### src/rtl/gbproc_pkg.sv
// Shared types and encodings for the parametrised accumulator core.
// Register index encoding, flag nibble layout and opcode class fields.
package gbproc_pkg;

   typedef enum logic [2:0] {
      ALU_ADD,
      ALU_ADC,
      ALU_SUB,
      ALU_SBC,
      ALU_AND,
      ALU_XOR,
      ALU_OR,
      ALU_CP
   } alu_op_e;

   typedef enum logic {
      FETCH,
      OPERAND
   } state_e;

   localparam logic [2:0] REG_B    = 3'd0;
   localparam logic [2:0] REG_C    = 3'd1;
   localparam logic [2:0] REG_D    = 3'd2;
   localparam logic [2:0] REG_E    = 3'd3;
   localparam logic [2:0] REG_H    = 3'd4;
   localparam logic [2:0] REG_L    = 3'd5;
   localparam logic [2:0] REG_NONE = 3'd6;
   localparam logic [2:0] REG_A    = 3'd7;
   // Index 6 never names a register, so its storage slot holds F.
   localparam logic [2:0] REG_F_SLOT = 3'd6;

   localparam int FLAG_Z = 3;
   localparam int FLAG_N = 2;
   localparam int FLAG_H = 1;
   localparam int FLAG_C = 0;

   localparam logic [1:0] CLS_LD_IMM  = 2'b00;
   localparam logic [1:0] CLS_LD_REG  = 2'b01;
   localparam logic [1:0] CLS_ALU_REG = 2'b10;
   localparam logic [1:0] CLS_ALU_IMM = 2'b11;
   localparam logic [2:0] SRC_IMM     = 3'b110;

   function automatic logic is_two_beat(input logic [7:0] op);
      return (op[7:6] == CLS_LD_IMM || op[7:6] == CLS_ALU_IMM) && op[2:0] == SRC_IMM;
   endfunction

   function automatic int reset_value(input int idx);
      return (idx < 6) ? idx + 1 : 0;
   endfunction

endpackage

### src/rtl/gbprocessor_gen_alu.sv
// Combinational ALU for the accumulator core; flags are a {Z,N,H,C} nibble.
// H and C are carry/borrow out of bit 3 and bit DATA_W-1 respectively.
module gbalu_param
   import gbproc_pkg::*;
#(
   parameter int DATA_W = 8
) (
   input  logic [DATA_W-1:0] a,
   input  logic [DATA_W-1:0] b,
   input  logic [3:0]        flags_in,
   input  logic [2:0]        op,
   output logic [DATA_W-1:0] result,
   output logic [3:0]        flags_out
);

   alu_op_e           op_e;
   logic              carry_in;
   logic [DATA_W:0]   sum;
   logic [DATA_W:0]   diff;
   logic [4:0]        half_sum;
   logic [4:0]        half_diff;
   logic              unused_flags;

   assign op_e         = alu_op_e'(op);
   assign unused_flags = ^flags_in[3:1];

   always_comb begin
      carry_in  = (op_e == ALU_ADC || op_e == ALU_SBC) ? flags_in[FLAG_C] : 1'b0;
      sum       = {1'b0, a} + {1'b0, b} + {{DATA_W{1'b0}}, carry_in};
      diff      = {1'b0, a} - {1'b0, b} - {{DATA_W{1'b0}}, carry_in};
      half_sum  = {1'b0, a[3:0]} + {1'b0, b[3:0]} + {4'b0, carry_in};
      half_diff = {1'b0, a[3:0]} - {1'b0, b[3:0]} - {4'b0, carry_in};
      result    = '0;
      flags_out = '0;
      case (op_e)
         ALU_ADD, ALU_ADC: begin
            result            = sum[DATA_W-1:0];
            flags_out[FLAG_H] = half_sum[4];
            flags_out[FLAG_C] = sum[DATA_W];
         end
         ALU_SUB, ALU_SBC, ALU_CP: begin
            result            = diff[DATA_W-1:0];
            flags_out[FLAG_N] = 1'b1;
            flags_out[FLAG_H] = half_diff[4];
            flags_out[FLAG_C] = diff[DATA_W];
         end
         ALU_AND: begin
            result            = a & b;
            flags_out[FLAG_H] = 1'b1;
         end
         ALU_XOR: result = a ^ b;
         ALU_OR:  result = a | b;
      endcase
      flags_out[FLAG_Z] = (result == '0);
   end

endmodule

### src/rtl/gbprocessor_gen.sv
// Parametrised accumulator core with a FETCH/OPERAND sequencer for two-beat immediates.
// Optional INC/DEC opcodes are enabled by defining GBP_INC_DEC_EN.
module gbprocessor_gen
   import gbproc_pkg::*;
#(
   parameter int DATA_W = 8
) (
   input  logic                  clock,
   input  logic                  reset,
   input  logic [7:0]            instruction,
   input  logic [DATA_W-1:0]     data,
   input  logic                  valid,
   output logic                  busy,
   output logic                  retire,
   output logic [8*DATA_W-1:0]   probe
);

   state_e            state, state_next;
   logic [7:0]        pending_op;
   logic [7:0]        cur_op;
   logic [DATA_W-1:0] regs [0:7];
   logic              execute, two_beat_start;
   logic [DATA_W-1:0] src_val, alu_a, alu_b, alu_result, wr_val, flags_full;
   logic [2:0]        alu_op, wr_dest;
   logic [3:0]        alu_flags, old_flags, new_flags;
   logic              inc_dec, wr_reg, wr_flags;

   assign cur_op         = (state == OPERAND) ? pending_op : instruction;
   assign two_beat_start = (state == FETCH) && valid && is_two_beat(instruction);
   assign execute        = valid && !two_beat_start;
   assign old_flags      = regs[REG_F_SLOT][DATA_W-1 -: 4];
   assign src_val        = (state == OPERAND) ? data :
                           (cur_op[2:0] == REG_NONE) ? '0 : regs[cur_op[2:0]];

   always_ff @(posedge clock) begin
      if (reset) state <= FETCH;
      else       state <= state_next;
   end

   always_comb begin
      state_next = state;
      case (state)
         FETCH:   if (two_beat_start) state_next = OPERAND;
         OPERAND: if (valid)          state_next = FETCH;
      endcase
   end

   always_comb begin
      busy = (state == OPERAND);
   end

   // INC/DEC reuse the ALU as ADD/SUB of 1 on the destination register.
   always_comb begin
      inc_dec = 1'b0;
      alu_a   = regs[REG_A];
      alu_b   = src_val;
      alu_op  = cur_op[5:3];
`ifdef GBP_INC_DEC_EN
      if (cur_op[7:6] == CLS_LD_IMM && cur_op[2:1] == 2'b10 && cur_op[5:3] != REG_NONE) begin
         inc_dec = 1'b1;
         alu_a   = regs[cur_op[5:3]];
         alu_b   = DATA_W'(1);
         alu_op  = cur_op[0] ? ALU_SUB : ALU_ADD;
      end
`else
      inc_dec = 1'b0;
`endif
   end

   gbalu_param #(.DATA_W(DATA_W)) u_alu (
      .a         (alu_a),
      .b         (alu_b),
      .flags_in  (old_flags),
      .op        (alu_op),
      .result    (alu_result),
      .flags_out (alu_flags)
   );

   always_comb begin
      wr_reg   = 1'b0;
      wr_flags = 1'b0;
      wr_dest  = cur_op[5:3];
      wr_val   = src_val;
      if (execute) begin
         case (cur_op[7:6])
            CLS_LD_REG: wr_reg = 1'b1;
            CLS_LD_IMM: begin
               if (cur_op[2:0] == SRC_IMM) begin
                  wr_reg = 1'b1;
               end else if (inc_dec) begin
                  wr_reg   = 1'b1;
                  wr_flags = 1'b1;
                  wr_val   = alu_result;
               end
            end
            default: begin
               if (cur_op[7:6] == CLS_ALU_REG || cur_op[2:0] == SRC_IMM) begin
                  wr_flags = 1'b1;
                  wr_dest  = REG_A;
                  wr_val   = alu_result;
                  wr_reg   = (alu_op_e'(cur_op[5:3]) != ALU_CP);
               end
            end
         endcase
      end
   end

   always_comb begin
      new_flags              = {alu_flags[3:1], inc_dec ? old_flags[FLAG_C] : alu_flags[FLAG_C]};
      flags_full             = '0;
      flags_full[DATA_W-1 -: 4] = new_flags;
   end

   always_ff @(posedge clock) begin
      if (reset) begin
         for (int i = 0; i < 8; i++) regs[i] <= DATA_W'(reset_value(i));
         pending_op <= '0;
         retire     <= 1'b0;
      end else begin
         retire <= execute;
         if (two_beat_start)                 pending_op    <= instruction;
         if (wr_reg && wr_dest != REG_NONE)  regs[wr_dest] <= wr_val;
         if (wr_flags)                       regs[REG_F_SLOT] <= flags_full;
      end
   end

   assign probe = {regs[REG_A], regs[REG_B], regs[REG_C], regs[REG_D],
                   regs[REG_E], regs[REG_F_SLOT], regs[REG_H], regs[REG_L]};

endmodule

### config.mk
export PLATFORM = sky130hd
export DESIGN_NAME = gbprocessor_gen
export DESIGN_NICKNAME = d
export VERILOG_FILES = /design/src/rtl/gbproc_pkg.sv /design/src/rtl/gbprocessor_gen_alu.sv /design/src/rtl/gbprocessor_gen.sv
export SDC_FILE = /design/constraint.sdc
export NUM_CORES = 1
export LEC_CHECK = 0
export CAP_MARGIN = 20
export CORE_ASPECT_RATIO = 0.6
export CORE_MARGIN = 5
export CORE_UTILIZATION = 40
export CTS_CLUSTER_SIZE = 40
export DETAILED_ROUTE_END_ITERATION = 10
export SETUP_SLACK_MARGIN = 0.2
export SKIP_CTS_REPAIR_TIMING = 1
export SYNTH_ARGS = -nofsm -noshare
export SYNTH_HDL_FRONTEND = slang
export SYNTH_HIERARCHICAL = 1
export SYNTH_SLANG_ARGS = --single-unit
### constraint.sdc
create_clock -name clock -period 13.2 [get_ports clock]
set_input_delay 2.64 -clock clock [delete_from_list [all_inputs] [get_ports clock]]
set_output_delay 2.64 -clock clock [all_outputs]
set_load 0.05 [all_outputs]
==> qor.yml, run 1 <==
cts.path.max_buffers: 2
fmax_ghz: 0.132
wl_met3_um: 1420
synthArstFlopShare_pct: 0
drv_cap: 0
postPlaceCellArea_sq_mm: 0.00610
seq_area_frac_synth_pct: 40.3
fin_skew_ns: 0.0105
clock_latency_ns: 0.34
viasPerCell: 5.70
period_minus_slack_ns: 7.59
grt_pass1_vias: 3967
grt_usage_pct: 19.3
critPathKind: "input port to flop"
synth.cell_area_sq_mm: 0.00527
port_buffers: 84
rsz0062_at_grt: "false"
start_util_pct: 40.9
antenna_left: 0
ys_ff_latch: 74
root_buffer: "clkbuf_16"
final_area_sq_mm: 0.00641
cts_buffers: 9
critical_path.max_fanout: 16
io_pins: 85
top_layer_used: "met4"
vias: 4254
power_leakage_nw: 2.42
wl_met2_um: 5940
critPathMaxStageDelay_ns: 0.85
synthFlopType: "edfxtp_1"
setup_violations: 0
antenna_found_initial: 0
synthTopCellsByArea: "edfxtp_1 (36%), ha_1 (7.1%), mux2i_1 (4.9%)"
fin_cells: 746
avgSynthCellArea_sq_um: 10.6
coreArea_sq_mm: 0.0129
drtIter0Drc: 430
total_power_mw: 0.729
cts_sinks: 74
yosysTopAreaCell: "edfxtp_1"
relSlewSlack_pct: 43.1
fillerInstances: 1174
required_ns: 13.40
cpMostUsedCell: "fa_1"
ys_types: 83
dp_cells: 730
ctsHtreeMaxLevel: 3
die_h_um: 98.9
routed_wl_um: 15200
min_period_over_period_pct: 57.5
grt_pass1_wl_um: 23200
drive_gt1_share_pct: 15.8
ys_warn_count: 6
powerDensity_mw_per_mm2: 114
num-nets-final: 624
outcome: "finished clean"
drt-met1-wl_um: 7720
worst_pin_slew_ns: 0.836
synth_edf_count: 64
antenna-diode-count: 0
slew_violations: 0
grt_max_degree: 37
final.setup.tns_ns: 0
ir_drop_mv: 0.0697
path_cells: "clkdlybuf4s50_1 -> mux2i_4 -> mux2i_1 -> o221a_1 -> nor2_1 -> inv_1 -> fa_1 -> fa_1 -> nand2b_1 -> a21oi_1 -> a31oi_1 -> xnor2_1 -> o32a_1 -> nor4_2 -> and3_1"
critPathCaptureType: "flop"
cp.arrival_ns: 7.80
critPathSlowestCell: "mux2i_4"
place_congestion: 0.950
hold_class: "flop to flop"
hold_violations: 0
netlist_instances: 497
drtPass1Iterations: 5
synth_top_area_share_pct: 36.5
drc_errors: 0
dp_hpwl_um: 11800
cp-start-kind: "input port"
grt-ovfl-total: 0
clk_pin_slew_ns: 0.06
whs_ns: 0.526
rows: 32
avgRoutedWirePerCell_um: 20.4
die_area_sq_mm: 0.0156
tritoncts: "yes"
die_width_um: 158
syn_to_final_growth_pct: 21.7
[Yosys cell counts, types with 3 or more instances]
cell type and n:
nand2b_1 20, nor2_2 35, nand3_1 12, inv_1 35
mux2_2 9, o21ai_0 10, o31a_1 3, a221oi_1 8
nand3b_1 6, xnor2_1 4, a21oi_1 22, o31a_4 5
nor3_1 10, o21a_1 4, mux2i_1 26, buf_6 10
nor2b_1 6, ha_1 30, nor2_1 39, edfxtp_1 64
dfxtp_1 10, nand2_1 25, and3_1 6, fa_1 4
o22ai_1 5, o221a_1 8, xor2_1 5, and2b_2 4
clkbuf_1 4, buf_2 4
[power by group]
part	switching, mW	internal (mW)
clock	0.106	0.150
sequential	0.00711	0.263
combinational	0.129	0.0747
total	0.242	0.487
[layer usage]
metal / track usage, % / vias to the layer above
li1: - / 1939
met1: 31.4 / 2108
met2: 25.2 / 192
met3: 4.74 / 15
met4: 4.00 / 0
met5: 0 / -
[cell usage in the layout (no fill, tap or decap), drive strengths merged, types with 6 or more instances in the layout]
cell type / netlist / routed
nand2: 26 / 26
mux2i: 27 / 27
clkdlybuf4s50: 0 / 84
inv: 36 / 39
o221a: 8 / 8
mux2: 10 / 10
and3: 6 / 6
o21ai: 11 / 11
a21oi: 23 / 23
clkbuf: 7 / 9
nand3b: 7 / 7
a221oi: 9 / 9
o31a: 8 / 8
nor3: 10 / 10
nor2b: 6 / 6
nor2: 74 / 74
nand3: 12 / 12
ha: 30 / 30
edfxtp: 64 / 64
nand2b: 22 / 22
dfxtp: 10 / 10
[critical path: cells and delay by family]
kind / cells / cell delay [ns]
buf+inv: 2 / 0.92
xor+xnor: 1 / 0.16
mux: 2 / 1.02
fa+ha+maj: 2 / 0.86
compound gates: 4 / 1.04
simple gates: 4 / 1.14
[state kept, by name (all words and copies together) (netlist names)]
name and flops:
busy 1, pending_op 8, regs 64, retire 1
[kinds of logic after synthesis]
kind of cell / Yosys count / share of synthesized area [%]
compound gates: 96 / 14.8
xor+xnor: 9 / 1.50
fa+ha+maj: 34 / 8.64
buf+inv: 61 / 7.08
flops: 74 / 40.3
mux: 37 / 7.57
other cells: 1 / 0.0712
simple gates: 185 / 20.1
[cell type report]
class | count | area [sq um] | share of cell area, %
Timing Repair Buffer | 85 | 848 | 13.2
Clock buffer | 9 | 225 | 3.51
Tap cell | 170 | 213 | 3.32
Inverter | 36 | 135 | 2.11
Sequential cell | 74 | 2120 | 33.1
Clock inverter | 7 | 83.8 | 1.31
Multi-Input combinational cell | 365 | 2790 | 43.4
[final timing paths]
kind                  start       endpoint  slack [ns]  cells after the start
max reg2reg            busy     regs[6][7]        8.33                     13
min reg2reg   pending_op[2]  pending_op[2]        0.53                      2
min           pending_op[2]  pending_op[2]        0.53                      2
max          instruction[2]     regs[6][7]        5.61                     15
[stage by stage]
step                utilization (%)  setup slack [ns]
floorplan                         -              7.15
global placement               47.4              5.50
detailed placement             47.4              5.38
CTS                            49.7              5.73
global route                   49.7              5.45
finish                         49.7              5.61
No activity file was read; power rests on OpenSTA's default activity.
==> inputs of run 2 (changes only) <==
==> constraint.sdc (replaced) <==
create_clock -name clock -period 7.1 [get_ports clock]
set_input_delay 1.42 -clock clock [delete_from_list [all_inputs] [get_ports clock]]
set_output_delay 1.42 -clock clock [all_outputs]
set_load 0.05 [all_outputs]
==> run 2 against run 1 <==
Effect of this change:
- non-clock buffer count up 1
- clock power up 86%
- combinational power up 86%
- register-to-register slack worse by 6.4 ns
- global-route usage up 0.070 points
- design area up 0.16%
- power up 86%
- clock skew up 0.0011 ns
- flip-flop and latch count unchanged
- sequential share of layout area down 0.052 points
- largest cell class unchanged
- largest power group unchanged
==> qor.yml, run 2 (synthesized netlist as in run 1, its figures left out) <==
outcome: "finished clean"
final_common_cell: "clkdlybuf4s50_1"
power_leakage_nw: 2.43
syn_to_final_growth_pct: 21.9
routed_wl_um: 15200
finalWorstSetupSlack_ns: 1.03
drtIter0Drc: 450
hold_violations: 0
top_layer_used: "met4"
io_pins: 85
port_buffers: 84
grt_max_degree: 28
worst_r2r_endpoint: "regs[6][7]"
ctsHtreeMaxLevel: 3
slew_violations: 0
hold_end: "pending_op[1]"
critPathKind: "input port to flop"
hold_class: "flop to flop"
grt_usage_pct: 19.4
avgRoutedWirePerCell_um: 20.3
grt_pass1_wl_um: 23200
p_clk_share_pct: 35.1
wl_met3_um: 1310
critical_path.max_fanout: 12
wl_met2_um: 5930
reg2reg_from: "busy"
cp.arrival_ns: 6.28
postPlaceCellArea_sq_mm: 0.00611
die_h_um: 98.9
cp-start-kind: "input port"
period_minus_slack_ns: 6.07
p_comb_share_pct: 27.8
drv_cap: 0
place_congestion: 0.870
total_power_mw: 1.35
whs_ns: 0.512
dp_hpwl_um: 12100
setup_violations: 0
drc_errors: 0
rows: 32
final.setup.tns_ns: 0
drtPass1Iterations: 5
grt-ovfl-total: 0
antenna-diode-count: 0
fin_skew_ns: 0.0116
num-nets-final: 625
powerDensity_mw_per_mm2: 211
hp-start: "pending_op[1]"
fillerInstances: 1227
antenna_found_initial: 0
die_width_um: 158
critPathCaptureType: "flop"
tritoncts: "yes"
grt_pass1_vias: 3915
coreArea_sq_mm: 0.0129
pre_cts_slack_ns: 0.774
switching_share_pct: 33.0
viasPerCell: 5.62
reg2reg_depth: 13
final_cell_mix: "clkdlybuf4s50_1 (84), edfxtp_1 (64), nor2_1 (39)"
top_register: "regs"
antenna_left: 0
worst_pin_slew_ns: 0.829
p_sw_mw: 0.447
ir_drop_mv: 0.109
biggestRegsByFlops: "regs x64, pending_op x8"
drt-met1-wl_um: 7820
required_ns: 7.30
fmax_ghz: 0.165
relSlewSlack_pct: 44.6
vias: 4196
largest_reg_flops: 64
cts_buffers: 9
final_area_sq_mm: 0.00642
cts_sinks: 74
internal_power_mw: 0.907
root_buffer: "clkbuf_16"
holdPathStages: 2
die_area_sq_mm: 0.0156
r2r_setup_slack_ns: 1.89
start_util_pct: 40.9
clock_latency_ns: 0.34
min_period_over_period_pct: 85.5
rsz0062_at_grt: "false"
cts.path.max_buffers: 2
clk_pin_slew_ns: 0.06
pwr-share-seq_pct: 37.1
drive_gt1_share_pct: 15.9
[run 2: cell count changes in the layout (fill, tap and decap cells not counted)]
cell	previous run	this run
inv_6	2	1
buf_4	1	2
inv_8	1	2
[run 2: layout make-up]
| type | instances | area, sq um | share of cell area (%) |
|---|---|---|---|
| clock buffers | 9 | 225 | 3.51 |
| clock inverters | 7 | 86.3 | 1.34 |
| inverters | 36 | 135 | 2.10 |
| multi-input cells | 365 | 2790 | 43.4 |
| flip-flops and latches | 74 | 2120 | 33.0 |
| well taps | 170 | 213 | 3.31 |
| repair buffers | 86 | 856 | 13.3 |
[run 2: worst max path at each step]
stage	from	to	slack (ns)	cells after the start
4_1_cts	instruction[2]	regs[6][7]	1.11	15
6_report	instruction[2]	regs[6][7]	1.03	15
3_5_place_dp	instruction[2]	regs[6][7]	0.77	15
5_1_grt	instruction[2]	regs[6][7]	0.71	15
2_1_floorplan	instruction[2]	regs[7][6]	2.27	16
3_3_place_gp	instruction[2]	regs[6][7]	0.87	15
[run 2: per-layer routing]
| metal | track usage (%) | up-vias |
|---|---|---|
| met2 | 25.5 | 194 |
| met3 | 4.61 | 11 |
| li1 | - | 1945 |
| met4 | 3.34 | 0 |
| met1 | 31.7 | 2046 |
| met5 | 0 | - |
[run 2: critical path, cell delays in order]
cell and delay, ns:
clkdlybuf4s50_1 0.80, nor4b_4 0.70, a221oi_1 0.18, o221a_1 0.18, nor2_1 0.24, inv_1 0.13
fa_1 0.45, fa_1 0.41, nand2b_1 0.18, a21oi_1 0.29, a31oi_1 0.22, xnor2_1 0.17
o32a_1 0.23, nor4_2 0.45, and3_1 0.22
[run 2: stage by stage]
step                cells  utilization (%)
finish                747             49.8
floorplan             500                -
global route          747             49.8
CTS                   747             49.8
global placement      731             47.4
detailed placement    731             47.4
[run 2: power by group through the flow]
stage / Clock [mW] / Sequential (mW) / Combinational (mW)
after floorplan: 0 / 0.559 / 0.223
after global placement: 0 / 0.511 / 0.367
after detailed placement: 0 / 0.511 / 0.372
after CTS: 0.481 / 0.502 / 0.374
after global routing: 0.502 / 0.504 / 0.405
final: 0.475 / 0.502 / 0.377
